<file path="config.mk">
export PLATFORM = sky130hd
export DESIGN_NAME = fp_sqrt_sequencer
export DESIGN_NICKNAME = d
export VERILOG_FILES = /design/src/rtl/fp_sqrt_seq_pkg.sv /design/src/rtl/fp_sqrt_seq_decode.sv /design/src/rtl/fp_sqrt_sequencer.sv
export SDC_FILE = /design/constraint.sdc
export NUM_CORES = 1
export LEC_CHECK = 0
export CAP_MARGIN = 20
export CORE_AREA = 5 5 65 67
export DETAILED_ROUTE_END_ITERATION = 12
export DIE_AREA = 0 0 70 72
export SLEW_MARGIN = 20
export SYNTH_ARGS = -nofsm -noshare
export SYNTH_HDL_FRONTEND = slang
export SYNTH_SLANG_ARGS = --single-unit
</file>
<file path="constraint.sdc">
create_clock -name clk -period 4.05 [get_ports clk]
set_input_delay 1.215 -clock clk [delete_from_list [all_inputs] [get_ports clk]]
set_output_delay 1.215 -clock clk [all_outputs]
set_load 0.05 [all_outputs]
</file>
<file path="src/rtl/fp_sqrt_seq_pkg.sv">
// Shared definitions for the FP square-root microsequencer:
// state encoding, default control words and step indices.
package fp_sqrt_seq_pkg;

  typedef enum logic [2:0] {
    ST_IDLE = 3'd0,
    ST_LOAD = 3'd1,
    ST_INIT = 3'd2,
    ST_ITER = 3'd3,
    ST_OUT  = 3'd4
  } state_t;

  localparam int          CTRL_W_DEF   = 14;

  localparam logic [13:0] CW_LOAD_DEF  = 14'b11001000000000;
  localparam logic [13:0] CW_INIT_DEF  = 14'b01010001000000;
  localparam logic [13:0] CW_STEP0_DEF = 14'b01011001010100;
  localparam logic [13:0] CW_STEP1_DEF = 14'b01011011010000;
  localparam logic [13:0] CW_STEP2_DEF = 14'b01011011101100;
  localparam logic [13:0] CW_STEP3_DEF = 14'b01010011000000;
  localparam logic [13:0] CW_OUT_DEF   = 14'b00111011000001;

  // Register write enables; cleared while the datapath is stalled.
  localparam logic [13:0] WE_MASK_DEF  = 14'b11000000000001;

  localparam logic [1:0]  STEP_0 = 2'd0;
  localparam logic [1:0]  STEP_1 = 2'd1;
  localparam logic [1:0]  STEP_2 = 2'd2;
  localparam logic [1:0]  STEP_3 = 2'd3;

endpackage

</file>
<file path="src/rtl/fp_sqrt_seq_decode.sv">
// Control-word decoder: maps registered state/step to the datapath
// control word and blanks the write enables while stalled.
module fp_sqrt_seq_decode
  import fp_sqrt_seq_pkg::*;
#(
  parameter int                CTRL_W   = CTRL_W_DEF,
  parameter logic [CTRL_W-1:0] CW_LOAD  = CW_LOAD_DEF,
  parameter logic [CTRL_W-1:0] CW_INIT  = CW_INIT_DEF,
  parameter logic [CTRL_W-1:0] CW_STEP0 = CW_STEP0_DEF,
  parameter logic [CTRL_W-1:0] CW_STEP1 = CW_STEP1_DEF,
  parameter logic [CTRL_W-1:0] CW_STEP2 = CW_STEP2_DEF,
  parameter logic [CTRL_W-1:0] CW_STEP3 = CW_STEP3_DEF,
  parameter logic [CTRL_W-1:0] CW_OUT   = CW_OUT_DEF,
  parameter logic [CTRL_W-1:0] WE_MASK  = WE_MASK_DEF
) (
  input  state_t            state,
  input  logic [1:0]        step,
  input  logic              stall,
  output logic [CTRL_W-1:0] ctrl
);

  logic [CTRL_W-1:0] word_next;

  // Select the raw control word for the current state and step.
  always_comb begin
    word_next = '0;
    unique case (state)
      ST_IDLE: word_next = '0;
      ST_LOAD: word_next = CW_LOAD;
      ST_INIT: word_next = CW_INIT;
      ST_ITER: begin
        unique case (step)
          STEP_0:  word_next = CW_STEP0;
          STEP_1:  word_next = CW_STEP1;
          STEP_2:  word_next = CW_STEP2;
          default: word_next = CW_STEP3;
        endcase
      end
      ST_OUT:  word_next = CW_OUT;
      default: word_next = '0;
    endcase
  end

  // Per-bit gating: write-enable bits drop while stalled, others pass.
  // IDLE already decodes to zero, so gating there is harmless.
  generate
    for (genvar gi = 0; gi < CTRL_W; gi++) begin : g_mask
      if (WE_MASK[gi]) begin : g_we
        assign ctrl[gi] = word_next[gi] & ~stall;
      end else begin : g_pass
        assign ctrl[gi] = word_next[gi];
      end
    end
  endgenerate

endmodule

</file>
<file path="src/rtl/fp_sqrt_sequencer.sv">
// Microsequencer for the iterative FP square-root datapath:
// start/done handshake, runtime iteration count, stall and abort.
module fp_sqrt_sequencer
  import fp_sqrt_seq_pkg::*;
#(
  parameter int                CTRL_W   = CTRL_W_DEF,
  parameter int                ITER_MAX = 12,
  parameter int                ITER_W   = 4,
  parameter logic [CTRL_W-1:0] CW_LOAD  = CW_LOAD_DEF,
  parameter logic [CTRL_W-1:0] CW_INIT  = CW_INIT_DEF,
  parameter logic [CTRL_W-1:0] CW_STEP0 = CW_STEP0_DEF,
  parameter logic [CTRL_W-1:0] CW_STEP1 = CW_STEP1_DEF,
  parameter logic [CTRL_W-1:0] CW_STEP2 = CW_STEP2_DEF,
  parameter logic [CTRL_W-1:0] CW_STEP3 = CW_STEP3_DEF,
  parameter logic [CTRL_W-1:0] CW_OUT   = CW_OUT_DEF,
  parameter logic [CTRL_W-1:0] WE_MASK  = WE_MASK_DEF
) (
  input  logic              clk,
  input  logic              rst_n,
  input  logic              start_i,
  input  logic [ITER_W-1:0] iter_num_i,
  input  logic              stall_i,
  input  logic              abort_i,
  output logic [CTRL_W-1:0] ctrl_o,
  output logic              busy_o,
  output logic              done_o,
  output logic [ITER_W-1:0] iter_o,
  output logic [1:0]        step_o
);

  state_t            state_reg, state_next;
  logic [ITER_W-1:0] iter_reg,  iter_next;
  logic [1:0]        step_reg,  step_next;
  logic [ITER_W-1:0] count_reg, count_next;
  logic [ITER_W-1:0] count_clamped;
  logic [ITER_W-1:0] iter_last;

  // Requested count mapped into 1..ITER_MAX.
  always_comb begin
    if (iter_num_i == '0)
      count_clamped = ITER_W'(1);
    else if (iter_num_i > ITER_W'(ITER_MAX))
      count_clamped = ITER_W'(ITER_MAX);
    else
      count_clamped = iter_num_i;
  end

  assign iter_last = count_reg - ITER_W'(1);

  // State, counters and latched iteration count.
  always_ff @(posedge clk or negedge rst_n) begin
    if (!rst_n) begin
      state_reg <= ST_IDLE;
      iter_reg  <= '0;
      step_reg  <= '0;
      count_reg <= ITER_W'(1);
    end else begin
      state_reg <= state_next;
      iter_reg  <= iter_next;
      step_reg  <= step_next;
      count_reg <= count_next;
    end
  end

  // Next state: abort beats stall beats normal advance; IDLE only looks at start.
  always_comb begin
    state_next = state_reg;
    iter_next  = iter_reg;
    step_next  = step_reg;
    count_next = count_reg;
    if (state_reg == ST_IDLE) begin
      if (start_i) begin
        state_next = ST_LOAD;
        count_next = count_clamped;
      end
    end else if (abort_i) begin
      state_next = ST_IDLE;
      iter_next  = '0;
      step_next  = '0;
    end else if (!stall_i) begin
      unique case (state_reg)
        ST_LOAD: state_next = ST_INIT;
        ST_INIT: begin
          state_next = ST_ITER;
          iter_next  = '0;
          step_next  = STEP_0;
        end
        ST_ITER: begin
          // The last iteration ends after step 2; its writeback step is skipped.
          if (step_reg == STEP_2 && iter_reg == iter_last) begin
            state_next = ST_OUT;
          end else if (step_reg == STEP_3) begin
            step_next = STEP_0;
            iter_next = iter_reg + ITER_W'(1);
          end else begin
            step_next = step_reg + 2'd1;
          end
        end
        ST_OUT: begin
          state_next = ST_IDLE;
          iter_next  = '0;
          step_next  = '0;
        end
        default: state_next = ST_IDLE;
      endcase
    end
  end

  // Handshake outputs; done is withheld while OUT is stalled or aborted.
  always_comb begin
    busy_o = (state_reg != ST_IDLE);
    done_o = (state_reg == ST_OUT) && !stall_i && !abort_i;
    iter_o = iter_reg;
    step_o = step_reg;
  end

  fp_sqrt_seq_decode #(
    .CTRL_W   (CTRL_W),
    .CW_LOAD  (CW_LOAD),
    .CW_INIT  (CW_INIT),
    .CW_STEP0 (CW_STEP0),
    .CW_STEP1 (CW_STEP1),
    .CW_STEP2 (CW_STEP2),
    .CW_STEP3 (CW_STEP3),
    .CW_OUT   (CW_OUT),
    .WE_MASK  (WE_MASK)
  ) u_decode (
    .state (state_reg),
    .step  (step_reg),
    .stall (stall_i),
    .ctrl  (ctrl_o)
  );

endmodule

</file>
==> impl_results.md, run 1 <==
* Routed wire length per instance at 12.41 microns
* Fin crit share at 88.14%
* Setup Buffers After CTS at 0
* CP Class: in -> out
* Total Nets Final at 159
* Vias in the first global route at 913
* Final Skew at 2.432 ps
* Crit path cell chain: clkdlybuf4s50_1, nor3b_1, buf_12
* Synth top area share at 29.13%
* Maximum clock rate at 0.2801 GHz
* Status: complete, no violations
* Global Route Usage Sum at 9.732%
* Synth top area cells: dfrtp_1, ha_1, xnor2_1
* Hold-fix buffers, CTS at 0
* Largest area contributor in the synthesized netlist: dfrtp_1
* Normalized max-slew margin at 58.52%
* Fraction of layout cells with a size suffix above 1 at 11.97%
* Seq/Total Area, Yosys at 31.67%
* Clock Pin Slew Worst Setup and Hold Paths at 70 ps
* HP Class: reg -> reg
* Pwr Density at 804.3 mW/mm^2
* IO Port Bufs at 28
* Synthesis-stage register bit count at 13
* Core Rows at 22
* Worst Path Arrival at 2350 ps
* Die width at 70 microns
* Post-DRT Antenna Nets at 0
* Initial Utilization at 28.81%
* Core area at 0.003578 sq mm
* Worst Tran Pin Value at 620.2 ps
* Yosys warning count at 0
* Detailed placement HPWL at 1873 microns
* Final setup fails at 0
* Post-synth EDFFs at 0
* Area delta synth->final at 33.13%
* FF-to-FF Start: count_reg[0]
* Final hold vios at 0
* Final RePlAce weighted congestion at 0.8088
* Drt pass-1 iters at 3
* Reg2reg end: step_o[0]
* IO Pins at 31
* WHS Path Cells at 1
* CTS buffer count at 3
* Antenna Cells at 0
* Overall power at 0.001104 W
* Worst endpoint required time at 2830 ps
* Count of cell types in the netlist at 40
* # DRC at 0
* Sequential Area at 326.6 sq um
* CP startpoint: stall_i
* Global route overflow at 0
* DRT iter0 DRCs at 39
* Crit-path slowest cell: clkdlybuf4s50_1
* Fill count at 392
* Antenna violations before repair at 0
* Post-route setup TNS at 0 ps
* H-tree Lvls at 1
* Drt total wl at 2358 microns
* Synth async-reset ratio at 100.0%
* DIE HEIGHT at 72 microns
* Clk buf depth at 2
* First-pass GRT wire length at 4064 microns
* Worst vdd ir at 0.2416 mV
* Final Max Tran Viols at 0
* CTS tree: done
* R2R setup slack at 1970 ps
* Fin crit period at 3570 ps
* CP max stage delay at 540 ps
* DIE AREA at 0.005040 sq mm
* Total vias in the final route at 881
* Clk Latency, worst-skew pair at 270 ps
* Worst Path Max Fanout at 6
* Mean Syn Cell Area at 8.812 sq um
* Area of the multi-input gates at 621.8 sq um
* Synth Cell Area at 0.001031 sq mm
* Ys flop type: dfrtp_1
* Post-Synthesis Cells at 117
* Vias per cell at 4.637
* CTS Root Cell: clkbuf_4
* Clk sink count at 13
* Pin count of the biggest net entering global routing at 15
* Setup crit end: ctrl_o[13]
* Pleak at 0.5820 nW
* Maxcap violations at 0
* Crit end category: primary output
* Post-CTS sizing at 0
* R2R cell count at 7
* RSZ-0062 raised after global routing: false
* Critical Path Start Type: primary input
## per-stage QoR
| stage | cells | hold slack [ps] | area, sq um | worst slack [ps] | utilization (%) |
|---|---|---|---|---|---|
| 2_1_floorplan | 118 | 502.2 | 1035 | 379.4 | - |
| 3_5_place_dp | 186 | 522.7 | 1346 | 494.6 | 37.62 |
| 5_1_grt | 190 | 570.7 | 1373 | 401.6 | 38.36 |
| 4_1_cts | 190 | 541.4 | 1373 | 478.5 | 38.36 |
| 6_report | 190 | 532.3 | 1373 | 480.3 | 38.36 |
| 3_3_place_gp | 186 | 519.6 | 1346 | 530.9 | 37.62 |
## per-layer routing
layer	global-route usage (%)	vias up	part of all wire [%]
met1	12.29	403	47
met2	15.63	28	45
met4	4.468	0	1.3
met3	2.493	4	6.2
li1	-	446	-
met5	0	-	0
## final cells by class
| class | instances | share of cell area, % |
|---|---|---|
| Multi-Input combinational cell | 89 | 45.31 |
| Sequential cell | 13 | 23.79 |
| Timing Repair Buffer | 28 | 22.42 |
| Tap cell | 48 | 4.376 |
| Inverter | 8 | 2.188 |
| Clock buffer | 4 | 1.914 |
## synthesized netlist by cell type (2+ instances only)
library cell  instances
o31ai_1               3
o22ai_1               2
mux2_2                2
nor2_1               11
a22o_1                2
dfrtp_1              12
nor3_1                7
nand2b_1              3
o21ai_0               5
buf_2                 3
nand2_1              11
xnor2_1               5
inv_1                 8
a21oi_1               5
buf_4                 4
nand3_1               3
xor2_1                2
ha_1                  7
## logic make-up (layout without fill, tap and decap cells)
kind of cell	count (synthesis)	after routing	share of synthesized area, %
other cells	1	2	0.3637
flops	13	13	31.68
compound gates	24	24	16.50
mux	5	5	5.703
xor+xnor	7	7	5.947
fa+ha+maj	7	7	8.495
buf+inv	16	40	8.374
simple gates	44	44	22.94
## power breakdown
part | internal, W | switching (W)
Combinational | 0.000299 | 0.000461
Clock | 0.0000381 | 0.0000399
Sequential | 0.000184 | 0.0000821
Total | 0.000521 | 0.000583
## worst min path at each step
stage | start | end | slack, ps
after detailed placement | count_reg[3] | count_reg[3] | 520
after global routing | count_reg[3] | count_reg[3] | 570
final | count_reg[3] | count_reg[3] | 530
after CTS | count_reg[3] | count_reg[3] | 540
after floorplan | count_reg[3] | count_reg[3] | 500
after global placement | count_reg[3] | count_reg[3] | 520
## cells in the final DEF, fill, tap and decap left out, drive strengths merged
cell,n
or3,1
inv,8
clkbuf,4
buf,4
conb,2
nor4,2
nand2b,3
o21ai,6
a311o,1
mux2,4
a211oi,1
a31oi,1
clkdlybuf4s50,24
o41ai,1
dfstp,1
xnor2,5
mux2i,1
nand2,11
o31ai,3
xor2,2
or2,1
and2b,1
a22o,2
o22ai,2
nor2,12
nand3,4
dfrtp,12
nor3,7
o21bai,1
a21o,1
and3,1
ha,7
nor3b,1
a21oi,5
## critical path: cells and delay by family
kind,cells,cell delay [ps]
simple gates,1,400
buf+inv,2,730
Power figures use the tool's default switching activity.
==> run 2: changes to the inputs <==
Settings changed: CAP_MARGIN 20 to unset.
==> results of run 2 <==
No change in the layout: final DEF, timing and power equal those of run 1.
==> run 3: changes to the inputs <==
Settings changed: HOLD_SLACK_MARGIN set to 0.12, REMOVE_ABC_BUFFERS set to 1.
==> run 3 against run 2 <==
Register-to-register slack gained 50 ps. Final cell count is the same. Critical endpoint unchanged. Worst hold slack gained 6.8 ps. Core utilization grew 0.38 points. Global-route usage grew 0.70 points. Combinational power grew 0.5%. Total power grew 0.72%. Critical path type unchanged. Design area grew 1.0%. Clock power grew 5.0%. Sequential cell count is the same. Wire length grew 2.7%.
==> impl_results.md, run 3 (synthesis gave the netlist of run 1 again) <==
* GRT met2 Usage at 18.68%
* Total vias in the final route at 903
* Pleak at 0.5874 nW
* Global Route Usage Sum at 10.43%
* # DRC at 0
* Post-CTS sizing at 0
* Final Skew at 0.8193 ps
* Sw Ratio at 53.26%
* Worst Path Max Fanout at 6
* Vias in the first global route at 975
* Hold-fix buffers, CTS at 0
* H-tree Lvls at 1
* HP Class: reg -> reg
* Routed wire length per instance at 12.74 microns
* Non-Filler Instances at 190
* Clk Latency, worst-skew pair at 270 ps
* Pwr Density at 802.1 mW/mm^2
* Net Sw Power at 0.0005922 W
* Worst endpoint required time at 2830 ps
* RSZ-0062 raised after global routing: false
* Worst Path Arrival at 2350 ps
* Commonest non-fill, non-tap cell in the layout: clkdlybuf4s50_1
* CTS tree: done
* Inst Count DP at 186
* Initial Utilization at 28.81%
* Clk sink count at 13
* Fill count at 369
* Grt met1 use at 12.21%
* Status: complete, no violations
* Clock Pin Slew Worst Setup and Hold Paths at 90 ps
* Total Nets Final at 159
* DRT iter0 DRCs at 39
* Grt peak-use layer: met2
* Drt pass-1 iters at 4
* CTS buffer count at 3
* Gate power share at 68.7%
* CP max stage delay at 550 ps
* Crit end category: primary output
* Fin crit period at 3564 ps
* Clock Power Share at 7.4%
* Post-DRT Antenna Nets at 0
* Reg power frac at 23.9%
* DIE HEIGHT at 72 microns
* Hold_ws at 539.1 ps
* Worst vdd ir at 0.2745 mV
* CP Class: in -> out
* Post-route setup TNS at 0 ps
* Overall power at 0.001112 W
* IO Port Bufs at 28
* Crit-path slowest cell: clkdlybuf4s50_1
* Final hold vios at 0
* Drt total wl at 2421 microns
* Final RePlAce weighted congestion at 0.7700
* CTS Root Cell: clkbuf_4
* Final setup fails at 0
* Maximum clock rate at 0.2806 GHz
* Core area at 0.003578 sq mm
* Internal power at 0.0005197 W
* First-pass GRT wire length at 4381 microns
* Detailed placement HPWL at 1950 microns
* DIE AREA at 0.005040 sq mm
* Fraction of layout cells with a size suffix above 1 at 12.68%
* Critical Path Start Type: primary input
* IO Pins at 31
* Crit path cell chain: clkdlybuf4s50_1, nor3b_1, buf_12
* Most frequent cells in the layout: clkdlybuf4s50_1, dfrtp_1, nor2_1, nand2_1, inv_1
* Antenna Cells at 0
* Core Rows at 22
* Normalized max-slew margin at 58.90%
* Worst Tran Pin Value at 614.6 ps
* Final Max Tran Viols at 0
* Fin crit share at 88.01%
* Maxcap violations at 0
* Die width at 70 microns
* Vias per cell at 4.753
* Clk buf depth at 2
* Pin count of the biggest net entering global routing at 15
* Area delta synth->final at 34.47%
* Antenna violations before repair at 0
* Setup Buffers After CTS at 0
* Global route overflow at 0
* Met3 usage at 2.216%
run 3: cell types whose count changed in the layout (fill, tap and decap cells not counted), sizes merged:
cell | previous run | this run
clkbuf | 4 | 3
clkinv | 0 | 1
run 3: metrics by stage:
step	utilization, %	setup WS, ps	cell area, sq um
2_1_floorplan	-	475.8	978.4
3_3_place_gp	37.97	483.4	1359
3_5_place_dp	37.97	473.8	1359
4_1_cts	38.74	468.9	1386
5_1_grt	38.74	386.3	1386
6_report	38.74	485.8	1386
run 3: area by class of cell:
type | count | area [sq um] | share of cell area [%]
multi-input cells | 89 | 621.8 | 44.86
flip-flops and latches | 13 | 326.6 | 23.56
repair buffers | 28 | 320.3 | 23.10
well taps | 48 | 60.06 | 4.332
inverters | 8 | 30.03 | 2.166
clock buffers | 3 | 22.52 | 1.625
clock inverters | 1 | 5.005 | 0.3610
run 3: power by group through the flow:
stage	sequential (W)	clock, W	combinational [W]
5_1_grt	0.000283	0.0000923	0.000828
2_1_floorplan	0.000321	0	0.000484
3_3_place_gp	0.000267	0	0.000759
6_report	0.000266	0.0000819	0.000764
4_1_cts	0.000266	0.0000843	0.000774
3_5_place_dp	0.000268	0	0.000770
run 3: final timing paths:
path | from | end | slack [ps] | depth (start not counted)
min in group asynchronous | rst_n | iter_o[0] | 1320 | 1
worst min-delay path | count_reg[3] | count_reg[3] | 540 | 1
worst min register to register | count_reg[3] | count_reg[3] | 540 | 1
max in group asynchronous | rst_n | state_reg[0] | 2340 | 1
worst max register to register | count_reg[0] | step_o[0] | 2020 | 7
worst max-delay path | stall_i | ctrl_o[13] | 490 | 3
run 3: critical path: cells and delay by family:
kind	cells	cell delay (ps)
buffers and inverters	2	740
and+or+nand+nor	1	400
run 3: routing by layer:
metal,wire length [microns],vias to the layer above,part of all wire [%]
met5,0,-,0
met4,29,0,1.2
met3,102,2,4.2
met2,1236,18,51
met1,1052,428,43
li1,-,455,-
